## src/rtl/writeback_queue_pkg.sv

```systemverilog
// Shared CPU types used by the register-file writeback path.
//   word_t    : 32-bit data word
//   regbits_t : 5-bit architectural register select
//   wb_req_t  : one writeback request {sel, dat}
package writeback_queue_pkg;

  typedef logic [31:0] word_t;
  typedef logic [4:0]  regbits_t;

  typedef struct packed {
    regbits_t sel;
    word_t    dat;
  } wb_req_t;

endpackage

```

## src/rtl/writeback_queue.sv

```systemverilog
// Buffered writeback queue in front of the register file's single write port.
// Two producers (A: ALU results, B: long-latency results) push into a small
// dual-push FIFO; one entry retires per cycle onto WEN/wsel/wdat. A youngest-
// match lookup lets decode read values that are queued but not yet written.
//
// Ports:
//   CLK, RST               clock, asynchronous active-high reset
//   a_valid/a_sel/a_dat    port A request, a_ready = accepted when valid
//   b_valid/b_sel/b_dat    port B request, b_ready = accepted when valid
//   wb_stall               suppress retire this cycle
//   WEN/wsel/wdat          register file write port
//   rsel1/rsel2            forwarding lookup selects
//   fwd1_hit/fwd1_dat      youngest queued match for rsel1 (dat 0 on miss)
//   fwd2_hit/fwd2_dat      youngest queued match for rsel2 (dat 0 on miss)
//   count/empty            occupancy
module writeback_queue
  import writeback_queue_pkg::*;
#(
  parameter int unsigned DEPTH = 4
) (
  input  logic                     CLK,
  input  logic                     RST,
  input  logic                     a_valid,
  input  regbits_t                 a_sel,
  input  word_t                    a_dat,
  output logic                     a_ready,
  input  logic                     b_valid,
  input  regbits_t                 b_sel,
  input  word_t                    b_dat,
  output logic                     b_ready,
  input  logic                     wb_stall,
  output logic                     WEN,
  output regbits_t                 wsel,
  output word_t                    wdat,
  input  regbits_t                 rsel1,
  input  regbits_t                 rsel2,
  output logic                     fwd1_hit,
  output logic                     fwd2_hit,
  output word_t                    fwd1_dat,
  output word_t                    fwd2_dat,
  output logic [$clog2(DEPTH):0]   count,
  output logic                     empty
);

  localparam int unsigned PW = $clog2(DEPTH);
  localparam int unsigned CW = PW + 1;

  typedef struct packed {
    logic  hit;
    word_t dat;
  } fwd_t;

  wb_req_t         r_mem [DEPTH];
  logic [PW-1:0]   r_head;
  logic [PW-1:0]   r_tail;
  logic [CW-1:0]   r_count;

  logic            w_empty;
  logic            w_pop;
  logic [CW-1:0]   w_slots;
  logic            w_need_a;
  logic            w_a_ready;
  logic            w_b_ready;
  logic            w_push_a;
  logic            w_push_b;
  logic [PW-1:0]   w_b_idx;
  fwd_t            w_fwd1;
  fwd_t            w_fwd2;

  // Walk occupied entries oldest to youngest so the last match wins.
  // The head is included even when it retires this cycle: the register
  // file has no internal bypass, so the value must still be forwarded.
  function automatic fwd_t lookup(input wb_req_t       mem [DEPTH],
                                  input logic [PW-1:0] head,
                                  input logic [CW-1:0] cnt,
                                  input regbits_t      rsel);
    fwd_t          res;
    logic [PW-1:0] idx;
    res = '0;
    for (int unsigned i = 0; i < DEPTH; i++) begin
      idx = head + PW'(i);
      if (rsel != '0 && CW'(i) < cnt && mem[idx].sel == rsel) begin
        res.hit = 1'b1;
        res.dat = mem[idx].dat;
      end
    end
    return res;
  endfunction

  assign w_empty  = (r_count == '0);
  assign w_pop    = !w_empty && !wb_stall;
  // A retire this cycle frees its slot for a same-cycle push.
  assign w_slots  = CW'(DEPTH) - r_count + CW'(w_pop);
  assign w_need_a = a_valid && (a_sel != '0);

  // Ready never looks at b_valid, so no loop through the producers.
  assign w_a_ready = (w_slots >= CW'(1));
  assign w_b_ready = (b_sel == '0) || (w_slots >= (w_need_a ? CW'(2) : CW'(1)));

  // Register-0 requests are accepted but never stored.
  assign w_push_a = w_need_a && w_a_ready;
  assign w_push_b = b_valid && w_b_ready && (b_sel != '0);
  assign w_b_idx  = r_tail + PW'(w_push_a);

  assign w_fwd1 = lookup(r_mem, r_head, r_count, rsel1);
  assign w_fwd2 = lookup(r_mem, r_head, r_count, rsel2);

  always_ff @(posedge CLK or posedge RST) begin
    if (RST) begin
      r_head  <= '0;
      r_tail  <= '0;
      r_count <= '0;
    end else begin
      r_head  <= r_head + PW'(w_pop);
      r_tail  <= r_tail + PW'(w_push_a) + PW'(w_push_b);
      r_count <= r_count + CW'(w_push_a) + CW'(w_push_b) - CW'(w_pop);
    end
  end

  // Storage carries no reset; occupancy alone decides what is valid.
  always_ff @(posedge CLK) begin
    if (w_push_a) r_mem[r_tail]  <= '{sel: a_sel, dat: a_dat};
    if (w_push_b) r_mem[w_b_idx] <= '{sel: b_sel, dat: b_dat};
  end

  assign a_ready  = w_a_ready;
  assign b_ready  = w_b_ready;
  assign WEN      = w_pop;
  assign wsel     = w_pop ? r_mem[r_head].sel : '0;
  assign wdat     = w_pop ? r_mem[r_head].dat : '0;
  assign fwd1_hit = w_fwd1.hit;
  assign fwd1_dat = w_fwd1.dat;
  assign fwd2_hit = w_fwd2.hit;
  assign fwd2_dat = w_fwd2.dat;
  assign count    = r_count;
  assign empty    = w_empty;

endmodule

```

## config.mk

```make
export PLATFORM = sky130hd
export DESIGN_NAME = writeback_queue
export DESIGN_NICKNAME = d
export VERILOG_FILES = /design/src/rtl/writeback_queue_pkg.sv /design/src/rtl/writeback_queue.sv
export SDC_FILE = /design/constraint.sdc
export NUM_CORES = 1
export LEC_CHECK = 0
export ABC_AREA = 1
export CAP_MARGIN = 25
export CORE_ASPECT_RATIO = 0.8
export CORE_MARGIN = 2
export CORE_UTILIZATION = 36
export CTS_CLUSTER_SIZE = 40
export DETAILED_ROUTE_END_ITERATION = 12
export PLACE_DENSITY_LB_ADDON = 0.08
export SETUP_SLACK_MARGIN = 0.15
export SYNTH_ARGS = -nofsm -noshare
export SYNTH_HDL_FRONTEND = slang
export SYNTH_SLANG_ARGS = --single-unit
```

## constraint.sdc

```tcl
create_clock -name CLK -period 4 [get_ports CLK]
set_clock_uncertainty 0.05 [all_clocks]
set_input_delay 0.8 -clock CLK [delete_from_list [all_inputs] [get_ports CLK]]
set_output_delay 0.8 -clock CLK [all_outputs]
set_load 0.1 [all_outputs]
```

==> results.yml <==
cells_and_area:
  layout_commonest_cell: "nand2_1"
  finish.utilization_pct: 50.3
  final_area_sq_mm: 0.0192
  layout-drive-gt1-share_pct: 14.1
  multi_input_area_sq_mm: 0.00947
  mostFrequentLayoutCells: "nand2_1 (824), o21ai_0 (345), inv_1 (247), nor2_1 (232), dfxtp_1 (148)"
  final_net_count: 2753
  fill_cells: 3883
  regArea_sq_mm: 0.00315
  area_delta_synth_final_pct: 38.0
floorplanning:
  die_h_um: 180
  fp-row-count: 64
  start_util_pct: 36.4
  io_pins: 199
  placeableCoreArea_sq_mm: 0.0381
  die_w_um: 224
  die_area_sq_mm: 0.0402
route:
  wl_met3_mm: 7.53
  dr.max_layer_used: "met4"
  drt-pass1-iter-count: 6
  postRouteWirelength_mm: 61.4
  drc_errors: 0
  via_per_inst: 5.38
  ant_nets: 0
  initialDrtViolationCount: 2143
  wl_met1_mm: 31.6
  met2WireLength_mm: 21.6
  avgRoutedWirePerCell_um: 19.4
  via_count: 17000
logic_synthesis:
  yosys.cell_types.count: 32
  synth_compound_area_share_pct: 23.0
  synth.net_count: 2629
  netlist_area_sq_mm: 0.0139
  synth_fa_ha_area_share_pct: 1.19
  yosysTopAreaCellShare_pct: 22.8
  ys_top_cells_by_area: "nand2_1 (23%), dfxtp_1 (21%), o21ai_0 (14%)"
  ys_ff_latch: 155
  ys_seq_area_share_pct: 22.6
  synth_top_area_cell: "nand2_1"
  synth.area.mux_share_pct: 0
  synth_top_family_by_area: "simple AND/OR/NAND/NOR gates"
  synth_xor_area_share_pct: 0.694
  syn_avg_cell_area_sq_um: 5.49
  post_synth_and_or_nand_nor_area_fraction_pct: 38.7
  synthCells: 2528
  ys_warn_count: 0
timing:
  period_share_pct: 95.5
  maxSlewViolCount: 0
  hold_ws_ps: 532
  setup_viol: 0
  max_clock_freq_ghz: 0.262
  maxSlewHeadroom_pct: 33.8
  hold_viol: 0
  fin_crit_ps: 3820
  layout_setup_ws_ps: 181
  worst_pin_slew_ps: 990
  rsz0062_at_grt: "true"
clock_network:
  cts-buffers-inserted: 17
  cts.clk_slew.worst_paths_ps: 60
  clockBufferDepth: 2
  h-tree-depth: 4
  worstSkewPairLatency_ps: 430
  cts_sinks: 155
  cts_root_buf: "clkbuf_16"
  tritoncts: "built"
setup_path:
  cp_top_family: "compound AO/OA/AOI/OAI gates"
  cpMostUsedCell: "nand2_1"
  crit_type: "register to output pin"
  critPathMaxStageDelay_ps: 570
  path_cells: "buf_16, clkbuf_16, o21ai_0, nand2_1, o21ai_1, nand4_1, nand3_1, nand2_1, nand2_1, buf_12"
  end_kind: "output pin"
  start_kind: "register"
  crit_arrival_ps: 2970
  critical-path-slowest-cell: "dfrtp_4"
  critPathBufInv: 3
  worst_ep_required_time_ps: 3150
  path_max_fanout: 84
place:
  io_buffers: 198
  dp_hpwl_mm: 43.8
  dp_slack_ps: 172
  placed_area_sq_mm: 0.0178
  gp_congestion: 0.894
run_status:
  status: "finished clean"
flow_run:
  maxCapViolCount: 0
global_routing:
  gr-total-overflow: 0
  antenna_found_initial: 1
  grt_pass1_vias: 14000
  grt_usage_pct: 28.4
  grt_max_degree: 101
  grt_pass1_wl_mm: 87.6
hold_path:
  hold_path_class: "register to register"
[metrics by stage]
stage / instances / setup TNS, ps
after global placement: 3094 / 0
after detailed placement: 3094 / 0
after CTS: 3127 / 0
after global routing: 3161 / 0
final: 3161 / 0
after floorplan: 2528 / -183890
[repair_timing]
| item | CTS | global route |
|---|---|---|
| gates resized for setup | 10 | 116 |
| setup buffers | 1 | 19 |
| gates cloned | 0 | 14 |
| pin swaps | 0 | 11 |
| endpoints found under the setup margin | 66 | 67 |
| hold buffers | 0 | 0 |
[synth_stat cells]
| cell type | count |
|---|---|
| o21a_1 | 2 |
| o21ai_2 | 5 |
| dfxtp_1 | 148 |
| dfrtp_1 | 7 |
| ha_1 | 10 |
| nand2_4 | 1 |
| xnor2_1 | 4 |
| o21ai_1 | 53 |
| or2_2 | 1 |
| buf_2 | 93 |
| buf_6 | 4 |
| buf_4 | 19 |
| nand4_1 | 64 |
| clkbuf_1 | 61 |
| fa_1 | 2 |
| nand2_2 | 1 |
| buf_1 | 16 |
| inv_2 | 7 |
| nor3_1 | 2 |
| o21ai_0 | 378 |
| o211ai_1 | 128 |
| nand3_1 | 134 |
| nor2_2 | 6 |
| xor2_1 | 7 |
| clkinv_1 | 1 |
| a21oi_1 | 4 |
| and3_1 | 1 |
| nand2_1 | 845 |
| nand3_2 | 3 |
| inv_1 | 251 |
| nand3b_1 | 2 |
| nor2_1 | 268 |
[path summary, 6_finish.rpt]
check	startpoint	to	slack [ps]	depth (start not counted)
worst max-delay path	r_head[0]	fwd1_dat[25]	180	10
worst min-delay path	r_mem[1]	r_mem[1]	530	4
worst max register to register	count[0]	r_mem[0]	750	16
worst min register to register	r_mem[1]	r_mem[1]	530	4
max in group asynchronous	RST	r_head[1]	3080	2
min in group asynchronous	RST	count[0]	560	2
[area by class of cell]
cell class / instances / area share [%]
Sequential cell: 155 / 16.5
Clock buffer: 20 / 2.28
Clock inverter: 12 / 0.653
Multi-Input combinational cell: 1924 / 49.4
Inverter: 259 / 5.19
Antenna cell: 1 / 0.0131
Tap cell: 495 / 3.23
Timing Repair Buffer: 295 / 22.7
[worst min-delay path, cell delays in order (launching register included)]
cell and delay (ps):
dfxtp_1 310, inv_1 50, nand2_1 60, o211ai_1 70, o21ai_0 70
[cell families after synthesis]
kind of cell,after synthesis
and+or+nand+nor,1328
AOI/OAI and AO/OA,570
buffers and inverters,452
DFF,155
adders and majority gates,12
xor gates and xnor gates,11
[flip-flops by register name, summed over array words and instances (netlist names)]
signal and flops:
r_mem 148, count 3, r_head 2, r_tail 2
[per-layer routing]
layer	track usage (%)	vias up
li1	-	8422
met1	48.3	7598
met2	34.4	927
met3	7.04	45
met4	3.95	0
met5	0	-
Power is left out: the tool's default activity adds up to more than one toggle a clock period on the data nets, which glitch-free logic cannot reach.
